### config.mk
export PLATFORM = sky130hd
export DESIGN_NAME = calc_alu_seq
export DESIGN_NICKNAME = d
export VERILOG_FILES = /design/src/rtl/calc_alu_seq.sv
export SDC_FILE = /design/constraint.sdc
export NUM_CORES = 1
export LEC_CHECK = 0
export CORE_MARGIN = 4
export CORE_UTILIZATION = 55
export CTS_CLUSTER_SIZE = 16
export DETAILED_ROUTE_END_ITERATION = 10
export PLACE_DENSITY = 0.8
export SLEW_MARGIN = 15
export SYNTH_ARGS = -nofsm -noshare
export SYNTH_HDL_FRONTEND = slang
export SYNTH_SLANG_ARGS = --single-unit
### constraint.sdc
create_clock -name clk -period 7.2 [get_ports clk]
set_input_delay 1.44 -clock clk [delete_from_list [all_inputs] [get_ports clk]]
set_output_delay 1.44 -clock clk [all_outputs]
set_load 0.1 [all_outputs]
### src/rtl/calc_alu_seq.sv
// calc_alu_seq: sequential arithmetic back end of the calculator.
// Takes the operands and operator held in memory (save1, save2, op_out).
// Computes a result that is fed back to memory's res input.
// add and sub finish in one cycle.
// mul is a WIDTH-step shift-add; div is a WIDTH-step restoring divide.
// Optional build macro CALC_ALU_MOD_EN: when defined, a div with op_in[2]=1 returns the
// remainder in place of the quotient. When it is undefined, the remainder select is not built.
module calc_alu_seq #(
  parameter int WIDTH = 16
) (
  input  logic             clk,
  input  logic             rst,
  input  logic             clear,
  input  logic             start,
  input  logic [WIDTH-1:0] a_in,
  input  logic [WIDTH-1:0] b_in,
  input  logic [3:0]       op_in,
  output logic [WIDTH-1:0] res,
  output logic             busy,
  output logic             done,
  output logic             err
);

  localparam int CNT_W = $clog2(WIDTH + 1);

  typedef enum logic {
    IDLE = 1'b0,
    CALC = 1'b1
  } state_t;

  state_t           state, state_nxt;
  logic [CNT_W-1:0] cnt, cnt_nxt;

  // Operands and operator captured at the start edge.
  logic [WIDTH-1:0] a_r, b_r;
  logic [1:0]       op_r;
`ifdef CALC_ALU_MOD_EN
  logic             mod_r;
`endif

  // Shared iteration registers.
  // mul: hi_r holds the running upper half; lo_r holds the multiplier, which shifts out
  //      while product bits shift in.
  // div: hi_r holds the partial remainder; lo_r holds the dividend, which shifts out
  //      while quotient bits shift in.
  logic [WIDTH-1:0] hi_r, lo_r;

  logic [2*WIDTH-1:0] mul_nxt, div_nxt;
  logic [WIDTH:0]     add_full;
  logic               last_iter;
  logic               fin;
  logic [WIDTH-1:0]   res_nxt;
  logic               err_nxt;
  logic               accept;

`ifndef CALC_ALU_MOD_EN
  logic unused_op;
  assign unused_op = ^{op_in[3], op_in[2]};
`else
  logic unused_op;
  assign unused_op = op_in[3];
`endif

  // One shift-add step.
  // Conditionally add A to the upper half, then shift {carry, hi, lo} right by one bit.
  function automatic logic [2*WIDTH-1:0] mul_step(input logic [WIDTH-1:0] hi,
                                                  input logic [WIDTH-1:0] lo,
                                                  input logic [WIDTH-1:0] a);
    logic [WIDTH:0] sum;
    sum = {1'b0, hi} + (lo[0] ? {1'b0, a} : {(WIDTH+1){1'b0}});
    return {sum[WIDTH:1], sum[0], lo[WIDTH-1:1]};
  endfunction

  // One restoring-divide step.
  // Shift the next dividend bit into the remainder and trial-subtract B.
  // The remainder is always below B, so the shifted value is below 2B.
  // Therefore bit WIDTH of the difference is a clean borrow flag.
  function automatic logic [2*WIDTH-1:0] div_step(input logic [WIDTH-1:0] hi,
                                                  input logic [WIDTH-1:0] lo,
                                                  input logic [WIDTH-1:0] b);
    logic [WIDTH:0] sh;
    logic [WIDTH:0] diff;
    sh   = {hi, lo[WIDTH-1]};
    diff = sh - {1'b0, b};
    if (diff[WIDTH]) begin
      return {sh[WIDTH-1:0], lo[WIDTH-2:0], 1'b0};
    end
    return {diff[WIDTH-1:0], lo[WIDTH-2:0], 1'b1};
  endfunction

  assign accept    = (state == IDLE) && start && !clear;
  assign mul_nxt   = mul_step(hi_r, lo_r, a_r);
  assign div_nxt   = div_step(hi_r, lo_r, b_r);
  assign add_full  = {1'b0, a_r} + {1'b0, b_r};
  assign last_iter = (cnt == CNT_W'(WIDTH - 1));

  // Next-state, iteration count and completion result.
  always_comb begin
    state_nxt = state;
    cnt_nxt   = cnt;
    fin       = 1'b0;
    res_nxt   = res;
    err_nxt   = err;
    if (clear) begin
      state_nxt = IDLE;
      cnt_nxt   = '0;
    end else begin
      case (state)
        IDLE: begin
          if (start) begin
            state_nxt = CALC;
            cnt_nxt   = '0;
          end
        end
        CALC: begin
          case (op_r)
            2'b00: begin
              fin     = 1'b1;
              res_nxt = add_full[WIDTH-1:0];
              err_nxt = add_full[WIDTH];
            end
            2'b01: begin
              fin     = 1'b1;
              res_nxt = a_r - b_r;
              err_nxt = (a_r < b_r);
            end
            2'b10: begin
              cnt_nxt = cnt + 1'b1;
              if (last_iter) begin
                fin     = 1'b1;
                res_nxt = mul_nxt[WIDTH-1:0];
                err_nxt = |mul_nxt[2*WIDTH-1:WIDTH];
              end
            end
            default: begin
              if (b_r == '0) begin
                fin     = 1'b1;
                res_nxt = '1;
                err_nxt = 1'b1;
              end else begin
                cnt_nxt = cnt + 1'b1;
                if (last_iter) begin
                  fin     = 1'b1;
                  err_nxt = 1'b0;
`ifdef CALC_ALU_MOD_EN
                  res_nxt = mod_r ? div_nxt[2*WIDTH-1:WIDTH] : div_nxt[WIDTH-1:0];
`else
                  res_nxt = div_nxt[WIDTH-1:0];
`endif
                end
              end
            end
          endcase
          if (fin) begin
            state_nxt = IDLE;
            cnt_nxt   = '0;
          end
        end
        default: begin
          state_nxt = IDLE;
          cnt_nxt   = '0;
        end
      endcase
    end
  end

  // Control and visible outputs: async reset, then the sync clear path via the next-state logic.
  always_ff @(posedge clk or posedge rst) begin
    if (rst) begin
      state <= IDLE;
      cnt   <= '0;
      busy  <= 1'b0;
      done  <= 1'b0;
      res   <= '0;
      err   <= 1'b0;
    end else if (clear) begin
      state <= IDLE;
      cnt   <= '0;
      busy  <= 1'b0;
      done  <= 1'b0;
      res   <= '0;
      err   <= 1'b0;
    end else begin
      state <= state_nxt;
      cnt   <= cnt_nxt;
      busy  <= (state_nxt == CALC);
      done  <= fin;
      if (fin) begin
        res <= res_nxt;
        err <= err_nxt;
      end
    end
  end

  // Datapath: capture operands on acceptance, then advance the mul/div working registers.
  always_ff @(posedge clk) begin
    if (accept) begin
      a_r  <= a_in;
      b_r  <= b_in;
      op_r <= op_in[1:0];
`ifdef CALC_ALU_MOD_EN
      mod_r <= op_in[2];
`endif
      hi_r <= '0;
      lo_r <= (op_in[1:0] == 2'b10) ? b_in : a_in;
    end else if (state == CALC) begin
      if (op_r == 2'b10) begin
        {hi_r, lo_r} <= mul_nxt;
      end else if (op_r == 2'b11) begin
        {hi_r, lo_r} <= div_nxt;
      end
    end
  end

endmodule

==> results.json <==
{
  "status": "finished, final reports clean",
  "drt_wl_total_um": 20700,
  "finalHoldViolCount": 0,
  "wl_met2_um": 9670,
  "cts_root_buf": "clkbuf_16",
  "min_period_ns": 3.91,
  "crit_path_start_kind": "input port",
  "worst-path-buf-inv": 4,
  "antenna_found_initial": 0,
  "seqCellArea_um2": 2420,
  "num-nets-final": 1012,
  "synth_mux_area_share_pct": 1.90,
  "rsz0062_at_grt": "false",
  "synth_compound_area_share_pct": 24.3,
  "post_cts_resized": 0,
  "cts_setup_buffers": 0,
  "worstSetupPathType": "in -> reg",
  "power_frac_comb_pct": 38.9,
  "critPathMaxStageDelay_ns": 0.51,
  "synth_flop_cell": "edfxtp_1",
  "p_clk_share_pct": 26.3,
  "ir_worst_vdd_v": 0.000149,
  "drtIter0Drc": 712,
  "antenna_cells": 0,
  "syn2layout_area_growth_pct": 12.9,
  "cts_sinks": 90,
  "clkTransAtPathRegs_ns": 0.07,
  "viasPerCell": 6.38,
  "drv_slew": 0,
  "insertion_delay_ns": 0.35,
  "leakage_nw": 3.54,
  "p_per_area_nw_per_um2": 222,
  "synthCells": 869,
  "syn_avg_cell_area_um2": 8.57,
  "yosys.area_share.simple_pct": 21.2,
  "cts_buffers": 9,
  "maxCapViolCount": 0,
  "grt_overflow": 0,
  "fp.dieArea_um2": 15500,
  "grt_pass1_wl_um": 32800,
  "p_seq_share_pct": 34.8,
  "track_usage_pct": 26.1,
  "yosysSeqAreaShare_pct": 32.5,
  "worstPathRequired_ns": 7.19,
  "fin_skew_ns": 0.00740,
  "synthAdderAreaFrac_pct": 12.2,
  "cts_buffer_depth": 2,
  "hpwl_um": 15500,
  "dr_total_vias": 6906,
  "rows": 42,
  "fillers": 1129,
  "grt_pass1_vias": 6478,
  "firstDrtPassIters": 6,
  "p_total_mw": 1.87,
  "die_h_um": 124,
  "slowest_stage": "inv_1",
  "grt_max_degree": 52,
  "worst_slew_pin_slew_ns": 0.985,
  "synth_fp_nets": 979,
  "die_w_um": 124,
  "topRoutingLayerUsed": "met4",
  "setup-tns-final_ns": 0,
  "htreeDepth": 3,
  "synth_top_family_by_area": "compound AO/OA/AOI/OAI gates",
  "portBuffers": 56,
  "drive_gt1_share_pct": 4.53,
  "wl_met3_um": 1440,
  "ios": 59,
  "slew_headroom_pct": 34.3,
  "core_area_um2": 13200,
  "cp_max_fo": 51,
  "p_sw_mw": 0.692,
  "crit_family": "buffers and inverters",
  "synth_edf_count": 50,
  "path_cells": "clkdlybuf4s50_1 > nor2_1 > nand2_1 > inv_1 > buf_4 > nor2_1 > inv_1",
  "p_sw_share_pct": 37.1,
  "final_antenna_net_count": 0,
  "synth_cell_type_count": 81,
  "end_kind": "register",
  "final-setup-viol-count": 0,
  "multi_input_area_um2": 4680,
  "synthArstFlopShare_pct": 26.7,
  "ys_warn_count": 0,
  "drc": 0,
  "wl_met1_um": 8780,
  "critPathArrivalTime_ns": 3.90,
  "cts_tree": "yes",
  "gp_congestion": 0.941,
  "hold_buffers": 0,
  "start_util_pct": 56.2,
  "fmax_mhz": 256,
  "yosys.area_share.xor_xnor_pct": 3.18,
  "synth_seq_cells": 90,
  "post_drt_wl_per_cell_um": 19.1,
  "p_int_mw": 1.17,
  "worstHoldPathType": "reg -> reg",
  "syn_area_um2": 7440,
  "post-route-period-util_pct": 54.3
}
state kept, by name (all words and copies together), names as in the netlist:
register and cells:
b_r 16, done 1, res 16, lo_r 16, err 1, hi_r 16, a_r 16, op_r 2
state 1, cnt 5
synth_stat cells, drive strengths merged (5+ instances only):
cell type | instances | area (um^2)
a211oi | 5 | 37.5
a21o | 12 | 90.1
a21oi | 42 | 233
a22oi | 6 | 45.0
a31oi | 23 | 144
and2 | 19 | 119
and3 | 24 | 155
clkbuf | 35 | 131
dfrtp | 24 | 601
dfxtp | 16 | 320
edfxtp | 50 | 1500
ha | 66 | 826
inv | 49 | 184
mux2i | 13 | 130
nand2 | 115 | 432
nand2b | 13 | 81.3
nand3 | 15 | 80.1
nor2 | 65 | 244
nor2b | 10 | 70.1
nor3 | 23 | 126
nor4 | 8 | 50.1
o2111ai | 7 | 67.6
o211ai | 9 | 72.6
o21a | 14 | 105
o21ai | 60 | 300
o21bai | 5 | 37.5
o221ai | 10 | 87.6
o22ai | 5 | 31.3
o31a | 5 | 43.8
o31ai | 13 | 103
or3 | 9 | 56.3
xnor2 | 19 | 166
xor2 | 8 | 70.1
cells by family (layout without fill, tap and decap cells):
logic type	after synthesis	after routing
and+or+nand+nor	321	321
AOI/OAI and AO/OA	258	258
DFF	90	90
buffers and inverters	89	126
adders and majority gates	70	70
xor gates and xnor gates	27	27
muxes	14	14
worst register-to-register path, stage by stage, from the launching register on:
cell,delay [ns]
edfxtp_1,0.68
nand2_1,0.21
inv_1,0.09
ha_1,0.23
a211oi_1,0.34
o21ai_0,0.26
a2111oi_2,0.44
nor2_1,0.14
xnor2_1,0.17
a2111o_1,0.42
nor4b_2,0.44
o21ai_1,0.10
power by group through the flow:
stage	Sequential, mW	Clock (mW)	Combinational (mW)
finish	0.649	0.491	0.725
global route	0.655	0.517	0.798
floorplan	0.679	0	0.523
global placement	0.657	0	0.703
CTS	0.647	0.496	0.718
detailed placement	0.658	0	0.714
routing by layer:
layer  GRT usage, %  vias to the layer above
met3           4.42                       53
met4           10.6                        0
met1           34.5                     3255
met5              0                        -
li1               -                     3291
met2           42.5                      307
final timing paths:
path / startpoint / endpoint / slack [ns] / cells past startpoint
worst max-delay path: clear / lo_r[3] / 3.29 / 7
max in group asynchronous: rst / res[15] / 4.96 / 2
min in group asynchronous: rst / res[7] / 1.64 / 2
worst max register to register: lo_r[0] / err / 3.56 / 11
worst min register to register: res[3] / res[3] / 0.49 / 2
worst min-delay path: res[3] / res[3] / 0.49 / 2
through the flow:
stage / instances / util, % / hold WS, ns / area (um^2) / setup slack, ns
after floorplan: 869 / - / 0.450 / 7440 / 3.76
after global placement: 1067 / 61.2 / 0.468 / 8100 / 2.96
after detailed placement: 1067 / 61.2 / 0.477 / 8100 / 2.91
after CTS: 1082 / 63.4 / 0.491 / 8400 / 3.29
after global routing: 1082 / 63.5 / 0.520 / 8410 / 3.11
final: 1082 / 63.5 / 0.486 / 8410 / 3.29
cells in the final DEF, fill, tap and decap left out, types with 4 or more instances in the layout:
| master | Yosys | layout |
|---|---|---|
| ha_1 | 66 | 66 |
| o22ai_1 | 5 | 5 |
| o21bai_1 | 5 | 5 |
| buf_4 | 0 | 5 |
| o31ai_1 | 12 | 12 |
| mux2i_1 | 13 | 13 |
| a21o_1 | 12 | 12 |
| fa_1 | 4 | 4 |
| nand3_1 | 14 | 14 |
| a221o_1 | 4 | 4 |
| clkbuf_16 | 0 | 9 |
| clkdlybuf4s50_1 | 0 | 56 |
| a22oi_1 | 6 | 6 |
| o21ai_0 | 59 | 59 |
| xor2_1 | 8 | 8 |
| dfrtp_1 | 24 | 24 |
| and3_1 | 23 | 23 |
| or3_1 | 9 | 9 |
| o31a_1 | 5 | 5 |
| o21a_1 | 14 | 14 |
| edfxtp_1 | 50 | 50 |
| o211ai_1 | 8 | 8 |
| nor2_1 | 65 | 64 |
| a31oi_1 | 23 | 23 |
| nand2_1 | 115 | 115 |
| xnor2_1 | 19 | 19 |
| inv_1 | 49 | 49 |
| and2_1 | 19 | 19 |
| nand2b_1 | 13 | 13 |
| dfxtp_1 | 16 | 16 |
| nor2b_1 | 9 | 9 |
| nor3_1 | 22 | 22 |
| nor4_1 | 8 | 8 |
| o2111ai_1 | 6 | 6 |
| a21oi_1 | 38 | 38 |
| o221ai_1 | 10 | 10 |
| nor3b_1 | 4 | 4 |
| a211oi_1 | 5 | 5 |
area by class of cell:
cell class	count	share of cell area (%)
inverters	50	2.23
multi-input cells	690	55.6
repair buffers	61	7.11
clock buffers	10	2.84
flip-flops and latches	90	28.8
well taps	176	2.62
clock inverters	5	0.729
Power figures use the tool's default switching activity.
